$ cat src/rtl/llc_bus_responder.sv
// Shared-bus responder: accepts one LLC bus operation at a time, broadcasts it
// as a snoop, combines peer results and returns a one-cycle completion.
module llc_bus_responder #(
    parameter int ADDR_W      = 32,
    parameter int NUM_PEERS   = 3,
    parameter int BYTE_OFFSET = 6,
    parameter int MEM_LAT     = 4,
    parameter int SNOOP_TMO   = 8
) (
    input  logic                   clk,
    input  logic                   reset_n,
    input  logic                   req_valid,
    output logic                   req_ready,
    input  logic [2:0]             req_op,
    input  logic [ADDR_W-1:0]      req_addr,
    output logic                   snoop_valid,
    output logic [2:0]             snoop_op,
    output logic [ADDR_W-1:0]      snoop_addr,
    input  logic [NUM_PEERS-1:0]   peer_result_valid,
    input  logic [2*NUM_PEERS-1:0] peer_result,
    output logic                   rsp_valid,
    output logic [1:0]             rsp_result,
    output logic                   rsp_src,
    output logic [31:0]            txn_count,
    output logic [31:0]            hitm_count,
    output logic                   err
);

    localparam logic [2:0] OP_READ  = 3'd1;
    localparam logic [2:0] OP_WRITE = 3'd2;
    localparam logic [2:0] OP_INV   = 3'd3;
    localparam logic [2:0] OP_RWIM  = 3'd4;

    localparam logic [1:0] RES_HIT      = 2'd0;
    localparam logic [1:0] RES_HITM     = 2'd1;
    localparam logic [1:0] RES_NOHIT    = 2'd2;
    localparam logic [1:0] RES_NORESULT = 2'd3;

    localparam int LAT_W = $clog2(MEM_LAT + 1);
    localparam int TMO_W = $clog2(SNOOP_TMO + 1);

    typedef enum logic [2:0] {
        IDLE,
        ISSUE,
        WAIT,
        MEM,
        WB,
        RESP
    } state_t;

    state_t                 state;
    logic [2:0]             op_q;
    logic [NUM_PEERS-1:0]   mask;
    logic [2*NUM_PEERS-1:0] res;
    logic [TMO_W-1:0]       wait_cnt;
    logic [LAT_W-1:0]       lat_cnt;
    logic [1:0]             comb_q;

    logic [NUM_PEERS-1:0]   mask_nxt;
    logic [2*NUM_PEERS-1:0] res_nxt;
    logic                   any_hitm;
    logic                   multi_hitm;
    logic                   any_hit;
    logic [1:0]             comb;
    logic                   all_in;
    logic                   tmo;

    // Results including this cycle's strobes; only the first strobe per peer
    // is captured, and peers still missing are treated as NOHIT.
    always_comb begin
        mask_nxt   = mask | peer_result_valid;
        res_nxt    = res;
        any_hitm   = 1'b0;
        multi_hitm = 1'b0;
        any_hit    = 1'b0;
        for (int i = 0; i < NUM_PEERS; i++) begin
            if (peer_result_valid[i] && !mask[i])
                res_nxt[2*i +: 2] = peer_result[2*i +: 2];
            if (mask_nxt[i] && res_nxt[2*i +: 2] == RES_HITM) begin
                if (any_hitm)
                    multi_hitm = 1'b1;
                any_hitm = 1'b1;
            end
            if (mask_nxt[i] && res_nxt[2*i +: 2] == RES_HIT)
                any_hit = 1'b1;
        end
        if (any_hitm)
            comb = RES_HITM;
        else if (any_hit)
            comb = RES_HIT;
        else
            comb = RES_NOHIT;
        all_in = &mask_nxt;
        // wait_cnt is 0 in the first WAIT cycle, so the timeout lands in the
        // cycle where it has counted up to SNOOP_TMO.
        tmo    = (wait_cnt == TMO_W'(SNOOP_TMO));
    end

    always_ff @(posedge clk or negedge reset_n) begin
        if (!reset_n) begin
            state       <= IDLE;
            req_ready   <= 1'b1;
            snoop_valid <= 1'b0;
            snoop_op    <= 3'd0;
            snoop_addr  <= '0;
            rsp_valid   <= 1'b0;
            rsp_result  <= RES_NORESULT;
            rsp_src     <= 1'b0;
            txn_count   <= '0;
            hitm_count  <= '0;
            err         <= 1'b0;
            op_q        <= 3'd0;
            mask        <= '0;
            res         <= '0;
            wait_cnt    <= '0;
            lat_cnt     <= '0;
            comb_q      <= RES_NOHIT;
        end else begin
            snoop_valid <= 1'b0;
            rsp_valid   <= 1'b0;
            case (state)
                IDLE: begin
                    if (req_valid) begin
                        req_ready <= 1'b0;
                        op_q      <= req_op;
                        mask      <= '0;
                        wait_cnt  <= '0;
                        rsp_src   <= 1'b0;
                        case (req_op)
                            OP_WRITE: begin
                                state     <= MEM;
                                lat_cnt   <= LAT_W'(MEM_LAT);
                                txn_count <= txn_count + 32'd1;
                            end
                            OP_READ, OP_INV, OP_RWIM: begin
                                state       <= ISSUE;
                                snoop_valid <= 1'b1;
                                snoop_op    <= req_op;
                                snoop_addr  <= {req_addr[ADDR_W-1:BYTE_OFFSET], {BYTE_OFFSET{1'b0}}};
                                txn_count   <= txn_count + 32'd1;
                            end
                            default: begin
                                state      <= RESP;
                                rsp_valid  <= 1'b1;
                                rsp_result <= RES_NORESULT;
                            end
                        endcase
                    end
                end
                ISSUE: state <= WAIT;
                WAIT: begin
                    mask     <= mask_nxt;
                    res      <= res_nxt;
                    wait_cnt <= wait_cnt + 1'b1;
                    if (all_in || tmo) begin
                        if ((tmo && !all_in) || multi_hitm)
                            err <= 1'b1;
                        comb_q <= comb;
                        if (op_q == OP_INV) begin
                            state      <= RESP;
                            rsp_valid  <= 1'b1;
                            rsp_result <= comb;
                        end else begin
                            state   <= (comb == RES_HITM) ? WB : MEM;
                            rsp_src <= (comb == RES_HITM);
                            lat_cnt <= LAT_W'(MEM_LAT);
                        end
                    end
                end
                MEM, WB: begin
                    if (lat_cnt == LAT_W'(1)) begin
                        state      <= RESP;
                        rsp_valid  <= 1'b1;
                        rsp_result <= (op_q == OP_WRITE) ? RES_NORESULT : comb_q;
                    end else begin
                        lat_cnt <= lat_cnt - 1'b1;
                    end
                end
                RESP: begin
                    state     <= IDLE;
                    req_ready <= 1'b1;
                    if (rsp_result == RES_HITM)
                        hitm_count <= hitm_count + 32'd1;
                end
                default: state <= IDLE;
            endcase
        end
    end

endmodule
$ cat config.mk
export PLATFORM = sky130hd
export DESIGN_NAME = llc_bus_responder
export DESIGN_NICKNAME = d
export VERILOG_FILES = /design/src/rtl/llc_bus_responder.sv
export SDC_FILE = /design/constraint.sdc
export NUM_CORES = 1
export LEC_CHECK = 0
export BUFFER_PORTS_ARGS = -buffer_cell sky130_fd_sc_hd__clkbuf_2
export CAP_MARGIN = 20
export CORE_MARGIN = 4
export CORE_UTILIZATION = 50
export DETAILED_ROUTE_END_ITERATION = 10
export PLACE_DENSITY_LB_ADDON = 0.3
export SYNTH_ARGS = -nofsm -noshare
export SYNTH_HDL_FRONTEND = slang
export SYNTH_SLANG_ARGS = --single-unit
$ cat constraint.sdc
create_clock -name clk -period 3.08 [get_ports clk]
set_clock_uncertainty 0.1 [all_clocks]
set_input_delay 0.616 -clock clk [delete_from_list [all_inputs] [get_ports clk]]
set_output_delay 0.616 -clock clk [all_outputs]
set_load 0.01 [all_outputs]
Yosys cells after proc, flatten, opt, wreduce, memory -nomap -nowiden

Cells that the tools add are included.
Widths: inputs -> output; s select.

Register bits: 124
Input bits: 47
Output and inout port bits: 106
Logic and storage cells: 140

Add/subtract/negate cells: 4
Equal/unequal tests: 26
Multiplexer cells: 53
Bitwise gates (word level): 1
Reductions and logical operators: 39

Operator list:

| cell                  | count |
|---|---|
| $add 32x1->32 const B | 2 |
| $mux 3                | 11 |
| $mux 2                | 11 |
| $mux 1                | 21 |
| $eq 3x2->1 const B    | 6 |
| $reduce_and 3->1      | 5 |
| $ne 2x2->1 const B    | 7 |
| $pmux 3 s2            | 2 |
| $pmux 3 s4            | 1 |
| $reduce_and 6->1      | 2 |
| $eq 2x1->1 const B    | 5 |
| $logic_and 1x1->1     | 10 |
| $reduce_and 2->1      | 5 |
| $eq 3x1->1 const B    | 3 |
| $eq 3x3->1 const B    | 3 |
| $pmux 3 s3            | 1 |
| $pmux 4 s2            | 1 |
| $logic_not 2->1       | 3 |
| $pmux 2 s3            | 1 |
| $add 4x1->4 const B   | 1 |
| $eq 4x4->1 const B    | 1 |
| $logic_not 1->1       | 4 |
| $mux 4                | 1 |
| $pmux 1 s2            | 2 |
| other kinds (12)      | 14 |

Depth between registers and ports, before layout

Depth after elaboration: 15
Mapped depth: 7
Gate-level depth less buffers: 7

Worst setup path after synthesis

Ideal clock, no wire load.

Kind: input to register
From: in req_valid
To: reg txn_count[30]
Arrival: 2.316 ns
Data required time: 2.855 ns
Setup slack: 0.539 ns
Stages on the path: 6
Path buffers: 1
Cells stage by stage: or4b_1 > buf_2 > or4_4 > nor4_4 > nand4_1 > xnor2_1

Cells in the longest elaborated chain, start to end: 1

RTL lines:

| item                       | line | RTL |
|---|---|---|
| start: declaration         | 12   | `input logic req_valid,` |
| $reduce_and 3->1 (no line) | n/a  |  |
| end signal: assignment     | 133  | `txn_count <= txn_count + 32'd1;` |
| end signal: assignment     | 140  | `txn_count <= txn_count + 32'd1;` |
| end: declaration           | 24   | `output logic [31:0] txn_count,` |

Every way passes these cells.
A chain may end at the register's enable or synchronous reset.

Worst setup path in the final report

From: reg state[2]
To: reg txn_count[30]

Cells in the longest elaborated chain, start to end: 2

RTL lines:

| item                       | line | RTL |
|---|---|---|
| start: declaration         | 51   | `state_t state;` |
| start signal: assignment   | 164  | `state <= (comb == RES_HITM) ? WB : MEM;` |
| $logic_not 3->1            | 121  | `case (state)` |
| $reduce_and 3->1 (no line) | n/a  |  |

Every way passes these cells.

==> metrics <==
layout cells sized above 1=between 20% and 30%; P_leak=3.65 nW; Synth cell types=56; Synth top area share=52.6%; combinational fraction of design power=26.3%; final hold slack=0.121 ns; post-synthesis cell area=5710 um^2; R2R Setup Slk=around 0.44 ns; post-DP HPWL=9460 um; critical path type=reg2reg; Clock Tree Root=clkbuf_16; Post-DP Area=6600 um^2; Overflow after GRT=0; Final Cell Area=7210 um^2; clock slew at reported path FFs=about 0.05 ns; status=complete, no violations; RSZ-0062 raised after global routing=no; Iter 0 DRT Violations=300; Clock Latency Late Sink=just over 0.4 ns; final WL=~13,000 um; TritonCTS Buffers=17; Yosys top cell by area=dfrtp_1; Clock Path Buffers=2; Tot GR Track Use=20.4%; Psw=1.89 mW; num rows=38; # nets final=780; die extent in y=115 um; non-filler cells, final=879; fin. max-slew vios=0; Arrival @ worst endpoint=2.83 ns; H-tree levels=4; top cells by area in the synthesized netlist=dfrtp_1, nand2_1, xnor2_1; Worst setup SP type=register; synthesized instance count=between 500 and 600; Die X-Extent=115 um; Sw Ratio=31.6%; area of the multi-input gates=between 2000 and 2500 um^2; fin crit period=2.64 ns; PD cells=830 nW/um^2; Final ANT Viol Nets=0; fillers=slightly below 900; number of synthesized register bits=124; Worst-Margin Slew=~0.86 ns; initial antenna violation count=0; CORE AREA=~11,000 um^2; Area Growth Syn to Fin=26.3%; total setup buffers inserted after CTS=0; CTS tree=done; largest net degree at the start of global routing=47; Sequential cell area=3110 um^2; gpl congestion=0.868; routed vias/inst=about 5.2; Clock power frac=34.1%; WP data required=3.27 ns; Pwr Total=5.98 mW; # IOs=around 150; Max Cap Viol=0; CTS resizes=0; Synth warnings=0; Synth async-reset ratio=100%; crit-path max FO=13; CTS Sinks=124; VDD IR max=about 0.00045 V; Max Fclk=379 MHz; Hold WC Path Type=in2async; I/O Buffers=between 100 and 150; antenna cells=0; DR vias=4,565; first drt pass iteration count=4; DR DRC count=0; Initial Util=51.9%; R2R Path Start=state[2]$_DFFE_PN0P_; vias in the first global route=between 4,000 and 5,000; first-pass GRT wire length=~22,000 um; crit path launch=state[2]$_DFFE_PN0P_; final setup TNS=0 ns; Hold Violations, Final=0; cts hold-fix bufs=0; Primary FF master, synth=dfrtp_1; Crit. End Element=register; EDFF count, synth=0; FF-to-FF path depth=5; part of the cycle the worst path needs=85.7%; Seq pwr share=between 30 and 40%; die area=13,200 um^2; Slew headroom=42.4%; syn avg cell area=approximately 10 um^2; dpl cells=848; Int Pwr=4.09 mW; Final Setup Violations=0; capturing point of the worst reg2reg path=txn_count[30]$_DFFE_PN0P_; Seq/Total Area, Yosys=about 54%; drt wl/cell=14.6 um
per-layer routing:
metal	vias up	wire length, um	track usage (%)
li1	2218	-	-
met1	2164	5590	26.6
met2	157	6170	33.1
met3	26	801	5.32
met4	0	269	7.75
met5	-	0	0
flip-flops by register name, summed over array words and instances (netlist names), 4 cells and up:
name	flops
hitm_count	32
res	6
snoop_addr	26
txn_count	32
wait_cnt	4
worst max-delay path, cell delays in order (launching register included):
cell	delay, ns
dfrtp_1	0.52
or4b_1	0.62
or4_4	0.61
nor4_4	0.33
nand4_1	0.18
xnor2_1	0.16
metrics by stage:
stage | util [%] | setup slack [ns]
finish | 65.6 | 0.441
global route | 65.6 | 0.249
CTS | 65.6 | 0.418
detailed placement | 60.0 | 0.317
global placement | 60.0 | 0.352
floorplan | - | 0.539
worst max-delay path by stage:
stage,slack [ns],to,cells after the start
floorplan,0.54,txn_count[30]$_DFFE_PN0P_,6
global placement,0.35,txn_count[30]$_DFFE_PN0P_,6
detailed placement,0.32,txn_count[30]$_DFFE_PN0P_,6
CTS,0.42,txn_count[28]$_DFFE_PN0P_,5
global route,0.25,txn_count[30]$_DFFE_PN0P_,5
finish,0.44,txn_count[30]$_DFFE_PN0P_,5
cell type report:
cell class	count	area share, %
Timing Repair Buffer	150	11.0
Inverter	25	1.30
Tap cell	140	2.43
Clock inverter	7	1.53
Sequential cell	124	43.1
Clock buffer	24	6.96
Multi-Input combinational cell	409	33.7
cells in the final DEF (no fill, tap or decap), types with 15 or more instances in the layout:
cell type	synthesis	routed
dfrtp_1	120	120
clkbuf_2	0	139
nor2_1	38	38
inv_1	24	24
nand3_1	22	22
nand2_1	140	140
nand4_1	15	15
xnor2_1	46	46
clkbuf_16	0	17
xor2_1	17	17
power groups by stage:
stage	logic, mW	registers (mW)	clock network, mW
detailed placement	1.59	2.38	0
global route	1.78	2.43	2.15
floorplan	0.920	2.43	0
global placement	1.53	2.37	0
finish	1.58	2.37	2.04
CTS	1.59	2.37	2.08
cell families (layout without fill, tap and decap cells):
logic type | after synthesis | in the layout | share of synthesized area, %
adders and majority gates | 7 | 7 | 1.49
other | 1 | 6 | 0.0657
and+or+nand+nor | 276 | 276 | 23.5
AOI/OAI and AO/OA | 45 | 45 | 5.13
buffers and inverters | 43 | 206 | 3.38
muxes | 12 | 12 | 2.32
DFF | 124 | 124 | 54.5
xor gates and xnor gates | 63 | 63 | 9.67
synthesized netlist by cell type (3+ instances only):
cell type  instances
nor2_1            38
nor4_1             5
nand4_1           15
buf_1              3
o22ai_1            4
dfstp_2            4
nand3_1           22
and3_1             9
a21o_1             3
a21oi_1            9
nand2_1          140
or3_1              3
clkbuf_1           7
nor3_1            10
xnor2_1           46
xor2_1            17
ha_1               6
dfrtp_1          120
o21ai_0           10
buf_4              6
nand2b_1           4
nor3b_1            4
nor2b_1            4
mux2_2            10
inv_1             24
a31oi_1            5
No activity file was read; power rests on OpenSTA's default activity.
